--- src/rtl/bcd_pkg.sv ---
// Shared definitions for the sequential binary-to-BCD converter:
// digit width, FSM encoding and the double-dabble adjust constants.
package bcd_pkg;

    localparam int BCD_W = 4;

    typedef enum logic {
        IDLE  = 1'b0,
        SHIFT = 1'b1
    } state_t;

    localparam logic [BCD_W-1:0] ADD3_THRESH = 4'd5;
    localparam logic [BCD_W-1:0] ADD3_VAL    = 4'd3;

    // Used at elaboration to prove DIGITS decimal digits can hold 2**BIN_W-1.
    function automatic longint unsigned pow10(input int n);
        longint unsigned p;
        p = 64'd1;
        for (int i = 0; i < n; i++) begin
            p = p * 64'd10;
        end
        return p;
    endfunction

endpackage

--- src/rtl/bcd_dabble_digit.sv ---
// Combinational double-dabble cell: a BCD digit of 5 or more gets 3 added
// before the shift so that it carries correctly into the next decade.
module bcd_dabble_digit
    import bcd_pkg::*;
(
    input  logic [BCD_W-1:0] digit,
    output logic [BCD_W-1:0] adjusted
);

    always_comb begin
        adjusted = digit;
        if (digit >= ADD3_THRESH) begin
            adjusted = digit + ADD3_VAL;
        end
    end

endmodule

--- src/rtl/bin_to_bcd_seq.sv ---
// Sequential shift-and-add-3 binary-to-BCD converter, one bit per clock,
// with a start/busy/done handshake and a result held between conversions.
module bin_to_bcd_seq
    import bcd_pkg::*;
#(
    parameter int BIN_W  = 12,
    parameter int DIGITS = 4
) (
    input  logic                      clk,
    input  logic                      rst,
    input  logic                      start,
    input  logic [BIN_W-1:0]          bin_in,
    output logic                      busy,
    output logic                      done,
    output logic [BCD_W*DIGITS-1:0]   bcd_out
);

    localparam int BCD_TOT = BCD_W * DIGITS;
    localparam int CNT_W   = (BIN_W > 1) ? $clog2(BIN_W) : 1;
    localparam logic [CNT_W-1:0] CNT_LAST = CNT_W'(BIN_W - 1);
    localparam logic [CNT_W-1:0] CNT_ONE  = CNT_W'(1);

    generate
        if (!(pow10(DIGITS) > ((64'd1 << BIN_W) - 64'd1))) begin : g_digits_too_few
            $fatal(1, "bin_to_bcd_seq: DIGITS=%0d cannot represent 2**%0d-1", DIGITS, BIN_W);
        end
    endgenerate

    state_t               state_q, state_d;
    logic [BIN_W-1:0]     shift_q, shift_d;
    logic [BCD_TOT-1:0]   scratch_q, scratch_d;
    logic [CNT_W-1:0]     cnt_q, cnt_d;
    logic                 busy_d, done_d;
    logic [BCD_TOT-1:0]   bcd_d;

    logic [BCD_TOT-1:0]   dabbled;
    logic [BCD_TOT-1:0]   scratch_shifted;
    logic [BIN_W-1:0]     shift_shifted;

    generate
        for (genvar g = 0; g < DIGITS; g++) begin : g_digit
            bcd_dabble_digit u_dabble (
                .digit    (scratch_q[BCD_W*g +: BCD_W]),
                .adjusted (dabbled[BCD_W*g +: BCD_W])
            );
        end
    endgenerate

    // The binary MSB enters the units digit; the top adjusted bit is never set
    // for a legal DIGITS, so dropping it loses nothing.
    assign {scratch_shifted, shift_shifted} = {dabbled[BCD_TOT-2:0], shift_q, 1'b0};

    always_comb begin
        state_d   = state_q;
        shift_d   = shift_q;
        scratch_d = scratch_q;
        cnt_d     = cnt_q;
        busy_d    = busy;
        done_d    = 1'b0;
        bcd_d     = bcd_out;

        unique case (state_q)
            IDLE: begin
                if (start) begin
                    shift_d   = bin_in;
                    scratch_d = '0;
                    cnt_d     = CNT_LAST;
                    state_d   = SHIFT;
                    busy_d    = 1'b1;
                end
            end
            SHIFT: begin
                shift_d   = shift_shifted;
                scratch_d = scratch_shifted;
                if (cnt_q == '0) begin
                    bcd_d   = scratch_shifted;
                    done_d  = 1'b1;
                    busy_d  = 1'b0;
                    state_d = IDLE;
                end else begin
                    cnt_d = cnt_q - CNT_ONE;
                end
            end
            default: begin
                state_d = IDLE;
                busy_d  = 1'b0;
            end
        endcase
    end

    always_ff @(posedge clk or posedge rst) begin
        if (rst) begin
            state_q   <= IDLE;
            shift_q   <= '0;
            scratch_q <= '0;
            cnt_q     <= '0;
            busy      <= 1'b0;
            done      <= 1'b0;
            bcd_out   <= '0;
        end else begin
            state_q   <= state_d;
            shift_q   <= shift_d;
            scratch_q <= scratch_d;
            cnt_q     <= cnt_d;
            busy      <= busy_d;
            done      <= done_d;
            bcd_out   <= bcd_d;
        end
    end

endmodule
--- config.mk ---
export PLATFORM = sky130hd
export DESIGN_NAME = bin_to_bcd_seq
export DESIGN_NICKNAME = d
export VERILOG_FILES = /design/src/rtl/bcd_pkg.sv /design/src/rtl/bcd_dabble_digit.sv /design/src/rtl/bin_to_bcd_seq.sv
export SDC_FILE = /design/constraint.sdc
export NUM_CORES = 1
export LEC_CHECK = 0
export ABC_AREA = 1
export CORE_MARGIN = 3
export CORE_UTILIZATION = 59
export DETAILED_ROUTE_END_ITERATION = 8
export HOLD_SLACK_MARGIN = 0.06
export PLACE_DENSITY = 0.85
export SYNTH_ARGS = -nofsm -noshare
export SYNTH_HDL_FRONTEND = slang
export SYNTH_SLANG_ARGS = --single-unit
--- constraint.sdc ---
create_clock -name clk -period 2.8 [get_ports clk]
set_clock_uncertainty 0.15 [all_clocks]
set_input_delay 0.56 -clock clk [delete_from_list [all_inputs] [get_ports clk]]
set_output_delay 0.56 -clock clk [all_outputs]
set_load 0.02 [all_outputs]
# Word-level counts from Yosys, hierarchy flattened
# Index checks and enable logic that the tools add are counted.
[word_totals] ff_bits=51 inputBits=15 out_inout_bits=18
[classes] add_sub_neg=5 n_lt_le_gt_ge=4 n_eq_ne=3 muxes=19 n_bitwise=1 n_reduce_logical=4
[op_table] operator="16-bit case mux with 2 select lines" count=1
[op_table] operator="12-bit case mux with 2 select lines" count=1
[op_table] operator="4-bit 2-to-1 mux" count=5
[op_table] operator="4-bit by 3-bit greater-or-equal comparator with 1-bit output, second input constant" count=4
[op_table] operator="16-bit 2-to-1 mux" count=1
[op_table] operator="4-bit by 2-bit adder with 4-bit output, second input constant" count=3
[op_table] operator="12-bit 2-to-1 mux" count=1
[op_table] operator="4-bit case mux with 2 select lines" count=1
[op_table] operator="1-bit 2-to-1 mux" count=6
[op_table] operator="2-bit AND reduction" count=3
[op_table] operator="4-bit zero test" count=1
[op_table] operator="2-bit inequality test, second input constant" count=2
[op_table] operator="1-bit case mux with 2 select lines" count=2
[op_table] operator="4-bit by 1-bit subtractor with 4-bit output, second input constant" count=1
[op_table] operator="3-bit by 2-bit adder with 3-bit output, second input constant" count=1
[op_table] operator="3-bit 2-to-1 mux" count=1
[op_table] operator="2-bit by 1-bit inequality test with 1-bit output, second input constant" count=1
[op_table] operator="1-bit NOT" count=1

# Depth between registers and ports, before layout
# Gate-level depths: netlist of the first run.
[logic_depth] word_depth=3 depth_mapped=8

# Hierarchy
# Synthesis of the first run repeated with hierarchy kept, for this count alone.
[unflattened] hier_cells=314 area_unflattened_um2=2710.1
[modules_own_cells] mod="bin_to_bcd_seq" instances=1 cells_per_inst=222 area_per_inst_um2=2169.6 seq_area_each_um2=1276.2
[modules_own_cells] mod="bcd_dabble_digit" instances=4 cells_per_inst=23 area_per_inst_um2=135.1 seq_area_each_um2=0.0

# Worst setup path before layout of the first run
# Ideal clock, no wire load.
[synth_timing] path_type="register -> register" startpoint="register scratch_q[8]" endpoint="register bcd_out[10]" arrival_time_ps=1062 t_required_ps=2533 slack_ps=1470 stages_incl_launch_ff=9 period_less_slack_ps=1330 path_cell_list="dfrtp_1 -> inv_1 -> ha_1 -> inv_1 -> nand2_1 -> nand3_1 -> nand2_1 -> nand3_1 -> nand2_1"
[synth_between] elab_chain_len=2 elab_cells_between_ends=3 cone_classes="add/sub (1); order compare (1); mux (1)"
[synth_lines] element="from (decl)" line_no="bin_to_bcd_seq.sv:31" source="logic [BCD_TOT-1:0] scratch_q, scratch_d;"
[synth_lines] element="from (signal assigned)" line_no="bin_to_bcd_seq.sv:103" source="scratch_q <= scratch_d;"
[synth_lines] element="4-bit by 2-bit adder with 4-bit output or 4-bit by 3-bit greater-or-equal comparator with 1-bit output (tied branches)" line_no="bcd_dabble_digit.sv:13, bcd_dabble_digit.sv:12"
[synth_lines] element="4-bit 2-to-1 mux (*)" line_no="bcd_dabble_digit.sv:12" source="if (digit >= ADD3_THRESH) begin"
[synth_lines] element="to (signal assigned)" line_no="bin_to_bcd_seq.sv:99" source="bcd_out <= '0;"
[synth_lines] element="to (signal assigned)" line_no="bin_to_bcd_seq.sv:107" source="bcd_out <= bcd_d;"
[synth_lines] element="to (decl)" line_no="bin_to_bcd_seq.sv:15" source="output logic [BCD_W*DIGITS-1:0] bcd_out"
# Every way passes the cells marked *; elsewhere a longest branch is shown, timed or not.
# A chain may end at the register's enable or synchronous reset.

# Final worst setup path of the first run
[layout_timing] startpoint="register bcd_out[7]" endpoint="output port bcd_out[7]"
# No word-level cell between the ends.

==> results of run 1 <==
-- synthesized netlist by cell type (4+ instances only) --
cell type and n:
buf_2 6, dfrtp_1 51, ha_1 10, inv_1 22
inv_2 5, nand2_1 118, nand3_1 42, nand4_1 8
nor2_1 5, o21ai_0 12, o21ai_1 4, o22ai_1 5
-- where the power goes --
part	total [mW]	switching, mW	internal (mW)
clock	0.454	0.228	0.226
sequential	1.31	0.244	1.07
combinational	1.72	1.05	0.665
total	3.48	1.52	1.96
-- tightest hold or removal path, cell delays in order (launching register included) --
cell	delay [ns]
dfrtp_1	0.35
nand2_1	0.05
nand2_1	0.05
-- per-stage QoR --
| step | hold WS [ns] | worst slack (ns) | instance area (um2) | util |
|---|---|---|---|---|
| after global routing | 0.360 | 0.772 | 2920 | 0.757 |
| after floorplan | 0.299 | 0.860 | 2470 | - |
| after CTS | 0.338 | 0.800 | 2920 | 0.757 |
| after detailed placement | 0.315 | 0.698 | 2820 | 0.731 |
| after global placement | 0.311 | 0.729 | 2820 | 0.731 |
| final | 0.332 | 0.816 | 2920 | 0.757 |
-- cell usage in the layout (no fill, tap or decap) --
cell type and instances:
nand2_1 118, or2_2 1, o22ai_1 5, buf_12 1
nor2_1 5, o211ai_1 1, dfrtp_1 51, clkdlybuf4s50_1 32
inv_2 6, nor2_8 1, ha_1 10, o21ai_0 12
nand3_4 1, nand4_1 8, nor2_2 1, clkbuf_1 1
nand3_1 42, nand2_2 1, clkbuf_8 7, a22o_1 1
o21ai_1 4, buf_4 1, inv_1 21
-- final timing paths --
| kind | start | endpoint | slack, ns | cells past startpoint |
|---|---|---|---|---|
| hold reg to reg | bcd_out[9] | bcd_out[9] | 0.33 | 2 |
| min in group asynchronous | rst | shift_q[7] | 0.47 | 2 |
| setup / recovery | bcd_out[7] | bcd_out[7] | 0.82 | 1 |
| hold / removal | bcd_out[9] | bcd_out[9] | 0.33 | 2 |
| setup reg to reg | state_q | bcd_out[13] | 1.01 | 4 |
| max in group asynchronous | rst | bcd_out[3] | 1.49 | 3 |
-- area by class of cell --
type	count	area share
flip-flops and latches	51	0.438
multi-input cells	211	0.353
repair buffers	34	0.119
inverters	27	0.0347
clock buffers	8	0.0343
well taps	48	0.0206
-- metal layers --
| layer | share of wire | up-vias |
|---|---|---|
| li1 | - | 1033 |
| met1 | 0.47 | 944 |
| met2 | 0.47 | 59 |
| met3 | 0.044 | 9 |
| met4 | 0.017 | 0 |
| met5 | 0 | - |
-- state kept, by name (all words and copies together) (netlist names) --
name	cells
bcd_out	16
scratch_q	16
shift_q	12
cnt_q	4
busy	1
done	1
state_q	1
-- cells by family (layout without fill, tap and decap cells) --
logic type | count (synthesis) | in the layout | share of synthesized area
adders and majority gates | 10 | 10 | 0.0506
AOI/OAI and AO/OA | 23 | 23 | 0.0516
and+or+nand+nor | 178 | 178 | 0.315
buffers and inverters | 36 | 69 | 0.0668
DFF | 51 | 51 | 0.516
==> flow_summary.ini, run 1 <==
[outcome]
status = complete, no violations

[routing]
viasPerCell = 5.40
antenna_left = 0
firstDrtPassIters = 4
wl_per_cell_um = 12.7
drt-initial-drc-count = 150
routed_wl_mm = 4.80
drc_errors = 0
vias = 2045

[clocking]
clk_latency_ns = 0.30
cts_setup_buffers = 0
numCtsBuffers = 5
root_buffer = clkbuf_8
clk_path_buf_depth = 2
h-tree-depth = 2
cts.clk_slew.worst_paths_ns = 0.08
hold_buffers = 0
cts_tree = yes
cts_resized = 0
cts.sinks = 51

[synthesis]
synth_top_area_cell = dfrtp_1
ys.flop_type = dfrtp_1
yosys.area.top_type_share = 0.516
seq_area_frac_synth = 0.516
synthArstFlopShare = 1.00
synth_nets = 323
avgSynthCellArea_um2 = 8.30
synth-edff-count = 0
synth_seq_cells = 51
synthCells = 298
syn_area_mm2 = 0.00247
ys_types = 20
synth_area_leaders = dfrtp_1 52%, nand2_1 18%, nand3_1 8.5%
yosys_warnings = 0

[power]
p_leak_nw = 1.49
power_mw = 3.48
ir_drop_mv = 0.878
power_density_mw_per_mm2 = 1190

[timing]
tightest_slew_ns = 0.562
rsz0062_at_grt = no
timing.final.hold_violations = 0
slew_headroom = 0.625
setup_viol = 0
fin_setup_tns_ns = 0
max_freq_mhz = 504
finalCritPeriodShare = 0.708
fin_crit_ns = 1.98
finalMaxSlewViolations = 0

[floorplanning]
fp.coreArea_mm2 = 0.00385
die_y_um = 70.7
initial_core_util = 0.642
dieArea_mm2 = 0.00500
die_w_um = 70.7
num_rows = 22
boundaryPins = 33

[setup_path]
cpLargestDelayFamily = buffers and inverters
critical_path.slowest_cell = clkdlybuf4s50_1
cp_num_buf_inv = 1
critPathKind = register to output port
crit_fanout = 2
cp.arrival_ns = 1.27
cp.required_ns = 2.09
crit_path_end_kind = output port
worst_setup_path_start_kind = register
slowest_delay_ns = 0.61
worstPathCellList = clkdlybuf4s50_1

[global_routing]
grt_use_total = 0.211
met2_usage = 0.349
grt.busiest_layer = met2
grt_pass1_vias = 1973
met3_usage = 0.0469
grt_pass1_wl_mm = 8.56
antenna_found_initial = 0
globalRouteMet1Util = 0.277
overflow = 0
grt_max_degree = 27

[layout]
seqCellArea_mm2 = 0.00128
nets = 355
fin_cells = 379
fill_cells = 296
layout-drive-gt1-share = 0.0604
syn2layout_area_growth_pct = 18.0
n_antenna_cell = 0
multiInputGateArea_mm2 = 0.00103

[place]
dp.cells = 371
place_congestion = 0.845
io_buffers = 32
place_hpwl_mm = 3.32

[min_path]
hp-class = register to register

[flow_run]
cap_viol_max_count = 0
Note: power is estimated with default switching activity, not from simulation.
==> run 2, diff against run 1 <==
CORE_UTILIZATION = 49   (was 59)
PLACE_DENSITY = 0.75   (was 0.85)
clock period = 1.7 ns   (was 2.8 ns; I/O delays follow)
==> run 2 against run 1 <==
  * Sequential cell count did not move
  * Total power grew 59%
  * Critical path depth rose by 5
  * Wire length fell by 0.23%
  * Largest cell class unchanged
  * Register-to-register slack got worse by 0.84 ns
  * Critical path type is now register to register
  * Final area up 0.47%
  * Die area is 19% higher
  * Highest routed layer unchanged
  * Combinational power grew 61%
  * Global-route usage is 3.5 points lower
==> flow_summary.ini, run 2 (synthesis results as in run 1) <==
[layout]
layout-drive-gt1-share = 0.0661
fin_area_mm2 = 0.00293
syn2layout_area_growth_pct = 18.5
n_antenna_cell = 0
final_cell_mix = 118 x nand2_1, 51 x dfrtp_1, 42 x nand3_1
top_regs = bcd_out (16), scratch_q (16), shift_q (12)
fin_cells = 400
fill_cells = 443
nets = 359
final_common_cell = nand2_1

[routing]
routed_wl_mm = 4.79
vias = 2028
drc_errors = 0
viasPerCell = 5.07
antenna_left = 0
wl_per_cell_um = 12.0
firstDrtPassIters = 4
drt-initial-drc-count = 124

[timing]
fin_crit_ns = 1.53
tightest_slew_ns = 0.419
finalCritPeriodShare = 0.898
fin_ws_ns = 0.174
slew_headroom = 0.721
rsz0062_at_grt = no
setup_viol = 0
max_freq_mhz = 655
timing.final.hold_violations = 0
finalMaxSlewViolations = 0

[place]
dp_slack_ns = -0.00798
io_buffers = 32
place_congestion = 0.800
placed_cell_area_mm2 = 0.00287
place_hpwl_mm = 3.50
dp.cells = 394

[power]
p_leak_nw = 1.55
power_mw = 5.55
power_density_mw_per_mm2 = 1890
ir_drop_mv = 0.810

[setup_path]
worst_setup_path_start_kind = register
r2r_start = cnt_q[0]
crit_path_end_kind = register
startpoint = cnt_q[0]
critPathKind = register to register
slowest_delay_ns = 0.38
rrSetupSlack_ns = 0.17
crit_fanout = 14
cp.required_ns = 1.73
cp.depth = 6
cp.arrival_ns = 1.56
critical_path.slowest_cell = dfrtp_1
cp_num_buf_inv = 2
cpLargestDelayFamily = flip-flops
worstPathCellList = inv_1 -> ha_1 -> nand3_4 -> buf_6 -> nand2_1 -> o21ai_0
rr_worst_depth = 6
reg2reg_to = bcd_out[11]

[global_routing]
grt_max_degree = 52
grt_use_total = 0.176
overflow = 0
antenna_found_initial = 0
grt_pass1_wl_mm = 8.38
grt_pass1_vias = 1862

[clocking]
cts_tree = yes
cts.sinks = 51
clk_path_buf_depth = 2
root_buffer = clkbuf_8
h-tree-depth = 2
cts.clk_slew.worst_paths_ns = 0.08
numCtsBuffers = 5
clk_latency_ns = 0.30

[floorplanning]
die_y_um = 77.0
boundaryPins = 33
initial_core_util = 0.517
die_w_um = 77.0
fp.coreArea_mm2 = 0.00479
num_rows = 25
dieArea_mm2 = 0.00593

[outcome]
status = complete, no violations

[min_path]
hp-class = input port to asynchronous set/reset pin

[flow_run]
cap_viol_max_count = 0
## run 2: worst reg2reg max path, cell delays in order, from the launching register on
cell     delay (ns)
dfrtp_1        0.38
inv_1          0.14
ha_1           0.21
nand3_4        0.19
buf_6          0.22
nand2_1        0.06
o21ai_0        0.07
## run 2: report_power, final
group          leakage, nW  total (mW)  switching (mW)  internal, mW
sequential           0.639        2.14           0.378          1.76
clock               0.0371       0.639           0.364         0.275
combinational        0.870        2.77            1.74          1.02
total                 1.55        5.55            2.49          3.06
## run 2: repair_timing
| action | CTS | global route |
|---|---|---|
| buffers inserted | 0 | 0 |
| resized for setup | 18 | 3 |
| hold buffers | 0 | 0 |
| setup endpoints to repair | 18 | 7 |
## run 2: cell type report
class,instances,area [um2],area share
Clock buffer,6,72.6,0.0248
Timing Repair Buffer,38,359,0.123
Tap cell,67,83.8,0.0286
Sequential cell,51,1280,0.436
Multi-Input combinational cell,211,1030,0.352
Inverter,27,108,0.0367
## run 2: per-layer routing
layer  track usage  vias up  routed length, um
met4        0.0623        0                 72
met2         0.290       36               2270
met5             0        -                  0
li1              -     1038                  -
met1         0.228      948               2260
met3        0.0399        6                187
## run 2: worst max-delay path by stage
stage,to,slack (ns)
after floorplan,bcd_out[10],0.37
after global placement,cnt_q[0],0.03
after detailed placement,cnt_q[3],-0.008
after CTS,bcd_out[13],0.12
after global routing,bcd_out[7],0.02
final,bcd_out[11],0.17
## run 2: per-stage QoR
stage | hold WS (ns) | TNS (ns) | utilization
2_1_floorplan | 0.239 | 0 | -
3_3_place_gp | 0.314 | 0 | 0.601
3_5_place_dp | 0.315 | -0.00798 | 0.601
4_1_cts | 0.293 | 0 | 0.611
5_1_grt | 0.327 | 0 | 0.612
6_report | 0.277 | 0 | 0.612
